$ cat src/rtl/sequential_divider.sv
// Unsigned 2W-by-W restoring divider with divide-by-zero and quotient-overflow detection.
// Latency: WIDTH+1 cycles from accept to done; 1 cycle for divide-by-zero or overflow.
// Backpressure: none; start is sampled only in IDLE, and requests while busy are dropped.
module sequential_divider #(
  parameter int WIDTH = 32
) (
  input  logic               clk,
  input  logic               rst,
  input  logic               start,
  input  logic [2*WIDTH-1:0] dividend,
  input  logic [WIDTH-1:0]   divisor,
  output logic [WIDTH-1:0]   quotient,
  output logic [WIDTH-1:0]   remainder,
  output logic               busy,
  output logic               done,
  output logic               div_by_zero,
  output logic               overflow
);

  localparam int CW = $clog2(WIDTH + 1);

  localparam logic [1:0] IDLE = 2'd0;
  localparam logic [1:0] RUN  = 2'd1;
  localparam logic [1:0] DONE = 2'd2;

  logic [1:0]       state;
  logic [CW-1:0]    cnt;
  logic [WIDTH-1:0] dvs;       // latched divisor
  logic [WIDTH-1:0] rem;       // partial remainder, always < dvs between steps
  logic [WIDTH-1:0] acc;       // low dividend bits shift out the top, quotient bits shift in the bottom
  logic [WIDTH:0]   part_rem;  // shifted partial remainder; the extra bit keeps the carry
  logic             step_ge;
  logic [WIDTH-1:0] rem_nxt;
  logic [WIDTH-1:0] acc_nxt;

  // One restoring shift-subtract step: bring down the next dividend bit, subtract if it fits.
  always_comb begin
    part_rem = {rem, acc[WIDTH-1]};
    step_ge  = (part_rem >= {1'b0, dvs});
    // When the subtraction happens the true difference is < dvs, so W-bit modular math is exact.
    rem_nxt  = step_ge ? (part_rem[WIDTH-1:0] - dvs) : part_rem[WIDTH-1:0];
    acc_nxt  = {acc[WIDTH-2:0], step_ge};
  end

  // Control FSM plus datapath registers; results only change on accept or at the end of RUN.
  always_ff @(posedge clk) begin
    if (rst) begin
      state       <= IDLE;
      cnt         <= '0;
      dvs         <= '0;
      rem         <= '0;
      acc         <= '0;
      quotient    <= '0;
      remainder   <= '0;
      div_by_zero <= 1'b0;
      overflow    <= 1'b0;
    end else begin
      case (state)
        IDLE: begin
          if (start) begin
            dvs         <= divisor;
            rem         <= dividend[2*WIDTH-1:WIDTH];
            acc         <= dividend[WIDTH-1:0];
            cnt         <= '0;
            div_by_zero <= 1'b0;
            overflow    <= 1'b0;
            if (divisor == '0) begin
              state       <= DONE;
              div_by_zero <= 1'b1;
              quotient    <= '1;
              remainder   <= dividend[WIDTH-1:0];
            end else if (dividend[2*WIDTH-1:WIDTH] >= divisor) begin
              // High half already >= divisor means the quotient needs more than WIDTH bits.
              state     <= DONE;
              overflow  <= 1'b1;
              quotient  <= '1;
              remainder <= '0;
            end else begin
              state <= RUN;
            end
          end
        end
        RUN: begin
          rem <= rem_nxt;
          acc <= acc_nxt;
          cnt <= cnt + 1'b1;
          if (cnt == CW'(WIDTH - 1)) begin
            state     <= DONE;
            quotient  <= acc_nxt;
            remainder <= rem_nxt;
          end
        end
        DONE: begin
          state <= IDLE;
        end
        default: begin
          state <= IDLE;
        end
      endcase
    end
  end

  assign busy = (state == RUN) || (state == DONE);
  assign done = (state == DONE);

endmodule

$ cat config.mk
export PLATFORM = sky130hd
export DESIGN_NAME = sequential_divider
export DESIGN_NICKNAME = d
export VERILOG_FILES = /design/src/rtl/sequential_divider.sv
export SDC_FILE = /design/constraint.sdc
export NUM_CORES = 1
export LEC_CHECK = 0
export CORE_ASPECT_RATIO = 1.1
export CORE_MARGIN = 2
export CORE_UTILIZATION = 40
export CTS_CLUSTER_DIAMETER = 40
export DETAILED_ROUTE_END_ITERATION = 7
export MAX_ROUTING_LAYER = met4
export PLACE_DENSITY = 0.75
export SLEW_MARGIN = 30
export SYNTH_ARGS = -nofsm -noshare
export SYNTH_HDL_FRONTEND = slang
export SYNTH_SLANG_ARGS = --single-unit
export TNS_END_PERCENT = 100
$ cat constraint.sdc
create_clock -name clk -period 3.7 [get_ports clk]
set_input_delay 0.74 -clock clk [delete_from_list [all_inputs] [get_ports clk]]
set_output_delay 0.74 -clock clk [all_outputs]
set_load 0.02 [all_outputs]
==> results.cfg <==
[synthesis]
synth.avg_cell_area_um2 = 7.881
yosysTopAreaCell = dfxtp_1
synth_top_area_share = 0.3356
synth_warnings = 0
synthCells = 1287
synthDistinctLibCells = 71
syn-num-nets = 1455
dominantRegCellSynth = dfxtp_1
synth_seq_cells = 170
synth_area_leaders = dfxtp_1 34%, ha_1 8.4%, a21oi_1 5.8%
synthArstFlopShare = 0
synth_edf_count = 0
syn_area_um2 = 10140
seq_area_frac_synth = 0.3356

[layout]
area_growth_pct = 27.56
nets = 1604
n_fill_cell = 2381
n_antenna_cell = 0
drive_gt1_frac = 0.07660
final_cells = 1764

[drt]
ant_nets = 0
drt-total-wl_um = 32510
drtPass1Iterations = 5
drtIter0Drc = 828
drcViolationCount = 0
routedWlPerCell_um = 18.43
vias = 10223
viasPerCell = 5.795

[global_route]
track_usage = 0.2485
grt_remaining_overflow = 0
grt_pass1_wl_um = 51240
grt_pass1_vias = 9598
busiest_layer = met2
met1_usage = 0.3389
globalRouteMet3Util = 0.02913
antenna_found_initial = 0
use_met2 = 0.3886
grt_max_degree = 130

[place]
place.gp.congestion = 0.9372
dp_worst_setup_slack_ns = -0.7911
dp_hpwl_um = 23700
dp_cells = 1731
io_buffers = 166

[worst_setup_path]
crit_path_end = quotient[15]$_SDFFE_PP0P_
rr_worst_depth = 12
path_max_fanout = 46
arrival_ns = 3.96
path_class = in2reg
worstPathRequired_ns = 4.04
cp-startpoint = dividend[32]
r2r_start = dvs[2]$_SDFFE_PP0P_
cp-end-kind = flip-flop
r2r_slack_ns = 0.31
cp-start-kind = primary input
reg2reg_to = remainder[30]$_SDFFE_PP0P_

[clock_network]
cts_setup_buffers = 0
path_clk_slew_ns = 0.07
cts_tree = built
cts.sinks = 170
worstSkewPairLatency_ns = 0.45
htreeDepth = 4
clock_path_buffers = 2
cts_root_buf = clkbuf_16
cts_inserted_buffers = 17

[floorplan]
dieHeight_um = 171.0
boundaryPins = 167
initial_core_util = 0.4039
die_area_um2 = 26650
fp.dieW_um = 155.8
coreArea_um2 = 25110
rows = 61

[power_and_ir_drop]
p_leak_nw = 5.027
ir_worst_vdd_uv = 508.7
internal_power_mw = 5.847
p_total_mw = 10.84
switching_share = 0.4608
power_frac_seq = 0.251
combPwrFrac = 0.582
power_switching_mw = 4.997
p_clk_frac = 0.167
power.density_nw_per_um2 = 838.2

[min_path]
hold_class = reg2reg
min_from = dvs[29]$_SDFFE_PP0P_
hold_depth = 2

[sta]
clock_skew_ns = 0.009739
timing.fmax_ghz = 0.2767
tightest_slew_ns = 0.6717
hold_viol_final = 0
slew_viol_final = 0
fin_setup_tns_ns = 0
post-route-period-util = 0.9769
slew_headroom = 0.5506
finalCriticalPeriod_ns = 3.615
setup_ws_ns = 0.08535
setup_viol = 0
whs_ns = 0.4553

[flow_run]
cap_violations = 0

[status]
status = finished clean
## kinds of logic after synthesis
kind of cell,Yosys count,share of synthesized area
simple gates,385,0.1705
flops,170,0.3356
mux,48,0.04898
buf+inv,193,0.07612
xor+xnor,23,0.01986
fa+ha+maj,69,0.08586
compound gates,399,0.2631
## cell usage in the layout (no fill, tap or decap), types with 13 or more instances in the layout
master	instances
a211oi_1	45
a21o_1	17
a21oi_1	118
a22oi_1	17
a311oi_1	34
a31oi_1	19
buf_4	43
clkbuf_16	17
clkdlybuf4s50_1	165
dfxtp_1	170
ha_1	67
inv_1	108
mux2i_1	35
nand2_1	139
nand3_1	22
nand4_1	13
nor2_1	132
nor3_1	16
o21ai_0	64
xnor2_1	13
## state kept, by name, indices dropped and copies added, names as in the netlist
| signal | flops |
|---|---|
| acc | 32 |
| cnt | 6 |
| div_by_zero | 1 |
| dvs | 32 |
| overflow | 1 |
| quotient | 32 |
| rem | 32 |
| remainder | 32 |
| state | 2 |
## cells in the mapped netlist (all sizes together) (8+ instances only)
master / number
dfxtp: 170
nand2: 140
nor2: 133
a21oi: 119
inv: 108
o21ai: 69
ha: 68
clkbuf: 64
a211oi: 45
mux2i: 35
a311oi: 34
nand3: 22
buf: 21
a31oi: 19
a21o: 17
a22oi: 17
nor3: 17
mux2: 13
nand4: 13
xnor2: 13
nor2b: 10
o211ai: 10
xor2: 10
and4: 8
nor4: 8
o21a: 8
## stage by stage
stage	utilization	cell area, um^2
after floorplan	-	10140
after global placement	0.4899	12300
after detailed placement	0.4899	12300
after CTS	0.5140	12910
after global routing	0.5152	12940
final	0.5152	12940
## per-layer routing
layer,part of all wire,wire (um),up-vias
met1,0.46,15030,4849
met2,0.45,14710,396
met4,0.020,652,0
li1,-,-,4926
met3,0.065,2118,52
met5,0,0,-
## worst max-delay path, stage by stage
cell and delay [ns]:
clkdlybuf4s50_1 0.52, inv_1 0.10, ha_1 0.29, nand2b_1 0.14, a21o_1 0.17, a211oi_1 0.24, o21ai_0 0.28, a2111oi_4 0.51
o21ai_2 0.19, o21a_4 0.29, buf_12 0.19, a311oi_1 0.30
## worst min path at each step
| stage | end | slack (ns) |
|---|---|---|
| 2_1_floorplan | dvs[10]$_SDFFE_PP0P_ | 0.44 |
| 3_3_place_gp | dvs[11]$_SDFFE_PP0P_ | 0.44 |
| 3_5_place_dp | dvs[12]$_SDFFE_PP0P_ | 0.45 |
| 4_1_cts | dvs[12]$_SDFFE_PP0P_ | 0.46 |
| 5_1_grt | dvs[3]$_SDFFE_PP0P_ | 0.48 |
| 6_report | dvs[29]$_SDFFE_PP0P_ | 0.46 |
## cell type report
cell class                 instances  area (um^2)  area share
multi-input combinational        924         6027      0.4659
inverter                         108        405.4     0.03133
timing repair buffer             215         2110      0.1631
tap                              315        394.1     0.03046
clock buffer                      17        425.4     0.03288
sequential                       170         3403      0.2631
clock inverter                    15        172.7     0.01335
## power groups by stage
| stage | logic [mW] | registers, mW | clock network (mW) |
|---|---|---|---|
| 2_1_floorplan | 3.89 | 2.96 | 0 |
| 3_3_place_gp | 6.10 | 2.74 | 0 |
| 3_5_place_dp | 6.17 | 2.75 | 0 |
| 4_1_cts | 6.22 | 2.71 | 1.83 |
| 5_1_grt | 6.84 | 2.77 | 1.90 |
| 6_report | 6.31 | 2.72 | 1.81 |
## timing repair
action	CTS	global route
pin swaps	0	1
hold buffers	0	0
resized for setup	2	2
setup endpoints to repair	67	64
Power figures use the tool's default switching activity.
